$ cat config.mk
export PLATFORM = sky130hd
export DESIGN_NAME = shifter_arbiter_flat
export DESIGN_NICKNAME = d
export VERILOG_FILES = /design/src/rtl/shifter_pkg.sv /design/src/rtl/shifter_arbiter_if.sv /design/src/rtl/shift_core.sv /design/src/rtl/shifter_arbiter.sv /design/src/flat_wrapper.sv
export SDC_FILE = /design/constraint.sdc
export NUM_CORES = 1
export LEC_CHECK = 0
export ABC_AREA = 1
export CAP_MARGIN = 20
export CORE_MARGIN = 2
export CORE_UTILIZATION = 50
export CTS_CLUSTER_SIZE = 16
export DETAILED_ROUTE_END_ITERATION = 12
export GPL_TIMING_DRIVEN = 0
export MAX_ROUTING_LAYER = met4
export PLACE_DENSITY = 0.83
export SLEW_MARGIN = 10
export SYNTH_ARGS = -nofsm -noshare
export SYNTH_HDL_FRONTEND = slang
export SYNTH_SLANG_ARGS = --single-unit
export TNS_END_PERCENT = 50
$ cat constraint.sdc
create_clock -name Clk -period 3.88 [get_ports Clk]
set_clock_uncertainty 0.15 [all_clocks]
set_input_delay 0.776 -clock Clk [delete_from_list [all_inputs] [get_ports Clk]]
set_output_delay 0.776 -clock Clk [all_outputs]
set_load 0.01 [all_outputs]
$ cat src/rtl/shifter_pkg.sv
// Shared types and constants for the two-requester shift arbiter.
package shifter_pkg;

    typedef enum logic {
        IDLE = 1'b0,
        HOLD = 1'b1
    } state_e;

    localparam logic DIR_L = 1'b0;
    localparam logic DIR_R = 1'b1;
    localparam logic TAG_A = 1'b0;
    localparam logic TAG_B = 1'b1;

endpackage

$ cat src/rtl/shifter_arbiter_if.sv
// Request/result bundle between two shift requesters, the arbiter and its consumer.
interface shifter_arbiter_if #(
    parameter int W   = 32,
    parameter int SHW = 5
);
    logic           AValid, AReady, ADir, AArith;
    logic [W-1:0]   AIn1;
    logic [SHW-1:0] AIn2;
    logic           BValid, BReady, BDir, BArith;
    logic [W-1:0]   BIn1;
    logic [SHW-1:0] BIn2;
    logic           OValid, OReady, OTag, Busy;
    logic [W-1:0]   Out;

    modport slave (
        input  AValid, AIn1, AIn2, ADir, AArith,
        input  BValid, BIn1, BIn2, BDir, BArith,
        input  OReady,
        output AReady, BReady, OValid, Out, OTag, Busy
    );

    modport master (
        output AValid, AIn1, AIn2, ADir, AArith,
        output BValid, BIn1, BIn2, BDir, BArith,
        output OReady,
        input  AReady, BReady, OValid, Out, OTag, Busy
    );
endinterface

$ cat src/rtl/shift_core.sv
// Combinational log shifter; left shifts reuse the right-shift stages via bit reversal.
// SHIFTER_ARITH_EN adds sign fill for arithmetic right shifts.
module shift_core import shifter_pkg::*; #(
    parameter int W   = 32,
    parameter int SHW = 5
) (
    input  logic [W-1:0]   in_i,
    input  logic [SHW-1:0] amt_i,
    input  logic           dir_i,
`ifdef SHIFTER_ARITH_EN
    input  logic           arith_i,
`endif
    output logic [W-1:0]   res_o
);
    logic [W-1:0] stg [SHW+1];
    logic [W-1:0] rev_in, rev_out;
    logic         fill;

    for (genvar i = 0; i < W; i++) begin : g_rev
        assign rev_in[i]  = in_i[W-1-i];
        assign rev_out[i] = stg[SHW][W-1-i];
    end

`ifdef SHIFTER_ARITH_EN
    assign fill = arith_i && (dir_i == DIR_R) && in_i[W-1];
`else
    assign fill = 1'b0;
`endif

    assign stg[0] = (dir_i == DIR_L) ? rev_in : in_i;

    for (genvar s = 0; s < SHW; s++) begin : g_stage
        localparam int SH = 1 << s;
        assign stg[s+1] = amt_i[s] ? {{SH{fill}}, stg[s][W-1:SH]} : stg[s];
    end

    assign res_o = (dir_i == DIR_L) ? rev_out : stg[SHW];
endmodule

$ cat src/rtl/shifter_arbiter.sv
// Round-robin arbiter between two shift requesters feeding one registered shifter result.
// Define SHIFTER_ARITH_EN to enable arithmetic right shifts.
module shifter_arbiter import shifter_pkg::*; #(
    parameter int W   = 32,
    parameter int SHW = 5
) (
    input logic           Clk,
    input logic           Rst,
    shifter_arbiter_if.slave bus
);
    state_e         state_q, state_d;
    logic [W-1:0]   out_q, out_d;
    logic           tag_q, tag_d, last_q, last_d;
    logic           win, a_rdy, b_rdy, accept, sel;
    logic [W-1:0]   op_in, res;
    logic [SHW-1:0] op_amt;
    logic           op_dir;

    // A new request may enter whenever the output register is free or being drained.
    assign win    = !Rst && ((state_q == IDLE) || bus.OReady);
    assign a_rdy  = win && bus.AValid && (!bus.BValid || (last_q == TAG_B));
    assign b_rdy  = win && bus.BValid && (!bus.AValid || (last_q == TAG_A));
    assign accept = a_rdy || b_rdy;
    assign sel    = b_rdy ? TAG_B : TAG_A;

    assign op_in  = (sel == TAG_B) ? bus.BIn1 : bus.AIn1;
    assign op_amt = (sel == TAG_B) ? bus.BIn2 : bus.AIn2;
    assign op_dir = (sel == TAG_B) ? bus.BDir : bus.ADir;

`ifdef SHIFTER_ARITH_EN
    logic op_arith;
    assign op_arith = (sel == TAG_B) ? bus.BArith : bus.AArith;
`endif

    shift_core #(.W(W), .SHW(SHW)) u_core (
        .in_i    (op_in),
        .amt_i   (op_amt),
        .dir_i   (op_dir),
`ifdef SHIFTER_ARITH_EN
        .arith_i (op_arith),
`endif
        .res_o   (res)
    );

    always_comb begin
        state_d = state_q;
        out_d   = out_q;
        tag_d   = tag_q;
        last_d  = last_q;
        if (accept) begin
            state_d = HOLD;
            out_d   = res;
            tag_d   = sel;
            last_d  = sel;
        end else if ((state_q == HOLD) && bus.OReady) begin
            state_d = IDLE;
        end
    end

    // Last resets to B so that A wins the first tie.
    always_ff @(posedge Clk) begin
        if (Rst) begin
            state_q <= IDLE;
            out_q   <= '0;
            tag_q   <= TAG_A;
            last_q  <= TAG_B;
        end else begin
            state_q <= state_d;
            out_q   <= out_d;
            tag_q   <= tag_d;
            last_q  <= last_d;
        end
    end

    assign bus.AReady = a_rdy;
    assign bus.BReady = b_rdy;
    assign bus.OValid = (state_q == HOLD);
    assign bus.Out    = out_q;
    assign bus.OTag   = tag_q;
    assign bus.Busy   = (state_q == HOLD) && !bus.OReady;
endmodule

$ cat src/flat_wrapper.sv
// flat-port wrapper written by rule: the top's interface ports become plain ports
module shifter_arbiter_flat import shifter_pkg::*;
#(
    parameter int W   = 32,
    parameter int SHW = 5
)
  (Clk, Rst, bus_AValid, bus_AIn1, bus_AIn2, bus_ADir, bus_AArith, bus_BValid, bus_BIn1, bus_BIn2, bus_BDir, bus_BArith, bus_OReady, bus_AReady, bus_BReady, bus_OValid, bus_Out, bus_OTag, bus_Busy);
  shifter_arbiter_if #(.W(W), .SHW(SHW)) bus_i ();
  input logic Clk;
  input logic Rst;
  input wire logic [$bits(bus_i.AValid)-1:0] bus_AValid;
  input wire logic [$bits(bus_i.AIn1)-1:0] bus_AIn1;
  input wire logic [$bits(bus_i.AIn2)-1:0] bus_AIn2;
  input wire logic [$bits(bus_i.ADir)-1:0] bus_ADir;
  input wire logic [$bits(bus_i.AArith)-1:0] bus_AArith;
  input wire logic [$bits(bus_i.BValid)-1:0] bus_BValid;
  input wire logic [$bits(bus_i.BIn1)-1:0] bus_BIn1;
  input wire logic [$bits(bus_i.BIn2)-1:0] bus_BIn2;
  input wire logic [$bits(bus_i.BDir)-1:0] bus_BDir;
  input wire logic [$bits(bus_i.BArith)-1:0] bus_BArith;
  input wire logic [$bits(bus_i.OReady)-1:0] bus_OReady;
  output wire logic [$bits(bus_i.AReady)-1:0] bus_AReady;
  output wire logic [$bits(bus_i.BReady)-1:0] bus_BReady;
  output wire logic [$bits(bus_i.OValid)-1:0] bus_OValid;
  output wire logic [$bits(bus_i.Out)-1:0] bus_Out;
  output wire logic [$bits(bus_i.OTag)-1:0] bus_OTag;
  output wire logic [$bits(bus_i.Busy)-1:0] bus_Busy;
  assign bus_i.AValid = bus_AValid;
  assign bus_i.AIn1 = bus_AIn1;
  assign bus_i.AIn2 = bus_AIn2;
  assign bus_i.ADir = bus_ADir;
  assign bus_i.AArith = bus_AArith;
  assign bus_i.BValid = bus_BValid;
  assign bus_i.BIn1 = bus_BIn1;
  assign bus_i.BIn2 = bus_BIn2;
  assign bus_i.BDir = bus_BDir;
  assign bus_i.BArith = bus_BArith;
  assign bus_i.OReady = bus_OReady;
  assign bus_AReady = bus_i.AReady;
  assign bus_BReady = bus_i.BReady;
  assign bus_OValid = bus_i.OValid;
  assign bus_Out = bus_i.Out;
  assign bus_OTag = bus_i.OTag;
  assign bus_Busy = bus_i.Busy;
  shifter_arbiter #(.W(W), .SHW(SHW)) u_core (.Clk(Clk), .Rst(Rst), .bus(bus_i));
endmodule
Yosys cells after proc, flatten, opt, wreduce, memory -nomap -nowiden
Cells that the tools add are included.
{"block": "totals", "word_cells": 35, "in_bits": 83, "regBits": 35, "output_inout_bits": 37}
{"block": "op_classes", "n_reduce_logical": 16, "bitwise": 2, "mux": 13}
{"operator": "two-way mux 32 bit", "n": 8}
{"operator": "logical AND 1 bit", "n": 7}
{"operator": "two-way mux 5 bit", "n": 1}
{"operator": "zero test 1 bit", "n": 4}
{"operator": "logical OR 1 bit", "n": 4}
{"operator": "two-way mux 1 bit", "n": 4}
{"operator": "inverter 1 bit", "n": 2}
{"operator": "nonzero test 2 bit", "n": 1}

Depth between registers and ports, before layout
{"block": "logic_depth", "ltp_word": 14, "ltp_mapped": 19, "ltp_nobuf": 17}

Modules after synthesis
Synthesis repeated with hierarchy kept, for this count alone.
{"block": "hier_totals", "cells_unflattened": 871, "area_unflattened_um2": 4844.6}
{"mod": "shift_core", "cells_each": 520, "area_per_inst_um2": 2845.2, "instances": 1}
{"mod": "shifter_arbiter", "cells_each": 351, "area_per_inst_um2": 1999.4, "instances": 1}

Least setup slack after synthesis
OpenSTA, ideal clock, no wires.
{"block": "synth_path", "path_type": "input to register", "startpoint": "in Rst", "endpoint": "reg u_core.out_q[30] (netlist: u_core.bus.Out[30])", "path_stages": 16, "path_slack_ns": 1.302, "t_arrival_ns": 2.296, "path_buffers": 2, "setup_time_ns": 0.132, "cell_sequence": "buf_6 inv_2 nand2_2 nor2_8 nand2_1 nand2_2 buf_2 nand2_1 nand3_1 nand3_1 nand3_1 nand3_1 nand3_1 nand3_1 nand2_1 a21oi_1"}
{"block": "synth_between", "elab_chain_cells": 13, "elab_cells_between_ends": 18}
{"element": "start: declaration", "line_no": "flat_wrapper.sv:10", "text": "input logic Rst;"}
{"element": "zero test 1 bit", "line_no": "shifter_arbiter.sv:20", "text": "assign win = !Rst && ((state_q == IDLE) || bus.OReady);"}
{"element": "logical AND 1 bit", "line_no": "shifter_arbiter.sv:20"}
{"element": "logical AND 1 bit (2 in series)", "line_no": "shifter_arbiter.sv:22", "text": "assign b_rdy = win && bus.BValid && (!bus.AValid || (last_q == TAG_A));"}
{"element": "two-way mux 1 bit", "line_no": "shifter_arbiter.sv:24", "text": "assign sel = b_rdy ? TAG_B : TAG_A;"}
{"element": "two-way mux 32 bit / two-way mux 1 bit (equally long branches)", "line_no": "shifter_arbiter.sv:26, shifter_arbiter.sv:28"}
{"element": "two-way mux 32 bit", "line_no": "shift_core.sv:30", "text": "assign stg[0] = (dir_i == DIR_L) ? rev_in : in_i;"}
{"element": "two-way mux 32 bit (5 in series)", "line_no": "shift_core.sv:34", "text": "assign stg[s+1] = amt_i[s] ? {{SH{fill}}, stg[s][W-1:SH]} : stg[s];"}
{"element": "two-way mux 32 bit", "line_no": "shift_core.sv:37", "text": "assign res_o = (dir_i == DIR_L) ? rev_out : stg[SHW];"}
{"element": "end signal: assignment", "line_no": "shifter_arbiter.sv:69", "text": "out_q <= out_d;"}
{"element": "end: declaration", "line_no": "shifter_arbiter.sv:12", "text": "logic [W-1:0] out_q, out_d;"}
Parallel ways exist; a longest one is shown, timed or not.
A chain may end at the register's enable or synchronous reset.

Worst setup path in the final report
{"block": "layout_path", "startpoint": "in bus_OReady", "endpoint": "out bus_BReady"}
{"block": "layout_between", "elab_chain_cells": 4}
{"element": "start: declaration", "line_no": "flat_wrapper.sv:21", "text": "input wire logic [$bits(bus_i.OReady)-1:0] bus_OReady;"}
{"element": "logical OR 1 bit", "line_no": "shifter_arbiter.sv:20"}
{"element": "logical AND 1 bit", "line_no": "shifter_arbiter.sv:20"}
{"element": "logical AND 1 bit (2 in series)", "line_no": "shifter_arbiter.sv:22"}
{"element": "end: declaration", "line_no": "flat_wrapper.sv:23", "text": "output wire logic [$bits(bus_i.BReady)-1:0] bus_BReady;"}
No other way between the ends.

==> key figures <==
Yosys
  – Asr flop ratio synth: 0
  – Synth Area in XOR/XNOR: 0
  – Sequential area share after synthesis: 0.162
  – Synth Cell Area: 4320 µm²
  – Synthesized instance count: 817
  – Mux contribution to synthesized area: 0
  – Post-Synth Simple-Gate Area: 0.596
  – EDFF count, synth: 0
  – Post-synthesis compound-gate area fraction: 0.104
  – Distinct cells, synth: 26
  – Adder-Cell Fraction of Synth Area: 0
  – Synth Flop Type: dfxtp_1
  – #FFs+latches synth: 35
  – Mean Syn Cell Area: 5.29 µm²
  – Largest family of logic cells by synthesized area: simple AND/OR/NAND/NOR gates
  – Syn_nets: 900
  – Synth warnings: 0

Timing
  – Worst Slack Setup Final: 0.309 ns
  – RSZ-0062 raised after global routing: false
  – Count of final hold-check violations: 0
  – Final period utilization: 0.920
  – Max Transition Viols Final: 0
  – Setup TNS: 0 ns
  – Hold slack final: 0.316 ns
  – # setup viols final: 0
  – Tmin final: 3.57 ns
  – Fmax: 280 MHz
  – Relative slew slack: 0.641
  – Worst-Margin Slew: 0.538 ns

Clock tree
  – Later-pin clock latency in the skew report: 0.30 ns
  – CTS tree: built
  – # hold bufs at CTS: 0
  – H-tree depth: 2
  – Cts repair resizes: 0
  – Post CTS Setup Buffer Count: 0
  – CTS sink count: 35
  – Root buffer cell: clkbuf_8
  – Max clock buf depth: 2
  – Clock-pin transition on the worst setup and hold timing paths: 0.06 ns
  – Num CTS Buffers: 5

Critical path
  – Startpoint types: input pin
  – Crit path capture type: output port
  – Crit path max fanout: 10
  – Crit path DAT: 2.64 ns
  – Worst Path Required: 2.95 ns
  – R2R Setup Slk: 1.12 ns
  – Critical path class: input pin to output port

Power
  – Worst VDD drop: 0.192 mV
  – Leakage power: 2.69 nW
  – PwrDens: 276 nW/µm²

Placement
  – Dpl ws: 0.258 ns
  – DP Wirelength: 13700 µm
  – Routability cong.: 1.04
  – Port buffer count: 116
  – Placed Area: 5620 µm²

Layout
  – Post-route cell area: 5700 µm²
  – Layout cells sized above 1: 0.0638
  – Fin nets: 1023
  – # diodes: 0
  – Area grow syn2layout: 31.8%

Detailed routing
  – Remaining DRCs: 0
  – WL/cell: 16.0 µm
  – Via density: 5.92
  – First drt pass iteration count: 5
  – Total routed wirelength: 16800 µm
  – Total number of vias: 6194
  – DRT iter0 DRCs: 609
  – Routed Antenna Nets: 0

Job
  – Maxcap violations: 0

Global routing
  – Grt met3 use: 0.0795
  – Met2 Resource Use GR: 0.574
  – First-pass GRT wire length: 27400 µm
  – Met1 usage: 0.458
  – Gr ovfl total: 0
  – Gr busiest metal: met2
  – Overall routing resource usage: 0.360
  – Largest net degree at the start of global routing: 11
  – Vias in the first global route: 5819
  – Initial antenna violation count: 0

Die
  – Starting density of the core: 0.521
  – Num rows: 33
  – Core area: 8300 µm²
  – Die height: 97.0 µm
  – Die X: 97.0 µm
  – Die area: 9410 µm²
  – I/O Pins: 120

Min path
  – Worst hold path type: flop to flop

Outcome
  – Status: complete, no violations
Yosys cell counts (6+ instances only):
| cell | instances | area [µm²] |
|---|---|---|
| clkbuf_1 | 19 | 71.3 |
| o21ai_1 | 7 | 35.0 |
| nand3_1 | 293 | 1470 |
| buf_6 | 8 | 90.1 |
| nand4_1 | 11 | 68.8 |
| buf_2 | 20 | 100 |
| dfxtp_1 | 35 | 701 |
| buf_1 | 8 | 30.0 |
| nand2_1 | 249 | 935 |
| inv_1 | 70 | 263 |
| nand2_2 | 6 | 37.5 |
| a21oi_1 | 63 | 315 |
stage by stage:
step,total power [W],instances,utilization
after global placement,0.00127,1038,0.677
final,0.00157,1046,0.687
after global routing,0.00167,1046,0.687
after detailed placement,0.00129,1038,0.677
after CTS,0.00154,1046,0.687
after floorplan,0.000975,817,-
layer usage:
metal | part of all wire | up-vias
met5 | 0 | -
met4 | 0.027 | 0
met3 | 0.11 | 46
met2 | 0.45 | 382
met1 | 0.42 | 2790
li1 | - | 2976
sequential cells by signal, indices dropped and copies added (netlist names):
signal             cells
u_core.bus.OTag        1
u_core.bus.OValid      1
u_core.bus.Out        32
u_core.last_q          1
layout by cell type, fill, tap and decap left out:
cell type and n:
a21oi_1 63, a21oi_4 1, and2_1 1, buf_1 8
buf_2 20, buf_4 4, buf_6 8, clkbuf_1 21
clkbuf_8 5, clkdlybuf4s50_1 116, clkinv_2 1, dfxtp_1 35
inv_1 70, inv_2 4, nand2_1 249, nand2_2 6
nand3_1 293, nand3_2 1, nand4_1 11, nor2_1 2
nor2_2 1, nor2_8 1, o211ai_1 1, o21ai_0 3
o21ai_1 7, o21ai_2 4, o21ai_4 1, o21bai_1 1
or2_2 3
report_power, final:
part           internal [W]  leakage, nW  switching, W
Sequential         0.000390        0.287     0.0000163
Clock              0.000126       0.0422      0.000137
Combinational      0.000348         2.36      0.000558
final timing paths:
check,startpoint,to,depth (start not counted)
worst max-delay path,bus_OReady,bus_BReady,8
worst min-delay path,u_core.bus.Out[21],u_core.bus.Out[21],2
worst max register to register,u_core.bus.OValid,u_core.bus.Out[28],15
worst min register to register,u_core.bus.Out[21],u_core.bus.Out[21],2
critical path, cell delays in order:
cell and delay [ns]:
clkdlybuf4s50_1 0.47, inv_1 0.08, nand2_1 0.14, nand2_2 0.12
nor2_8 0.16, buf_6 0.16, buf_6 0.17, clkdlybuf4s50_1 0.55
area by class of cell:
cell class | instances | area, µm²
flip-flops and latches | 35 | 701
multi-input cells | 649 | 3020
fillers | 770 | 2600
repair buffers | 116 | 1160
plain buffers | 59 | 322
clock inverters | 1 | 5.00
inverters | 74 | 278
well taps | 105 | 131
clock buffers | 7 | 76.3
kinds of logic after synthesis:
group,Yosys count
AND/OR/NAND/NOR,568
buffers and inverters,133
AO/OA/AOI/OAI,81
flip-flops,35
No activity file was read; power rests on OpenSTA's default activity.
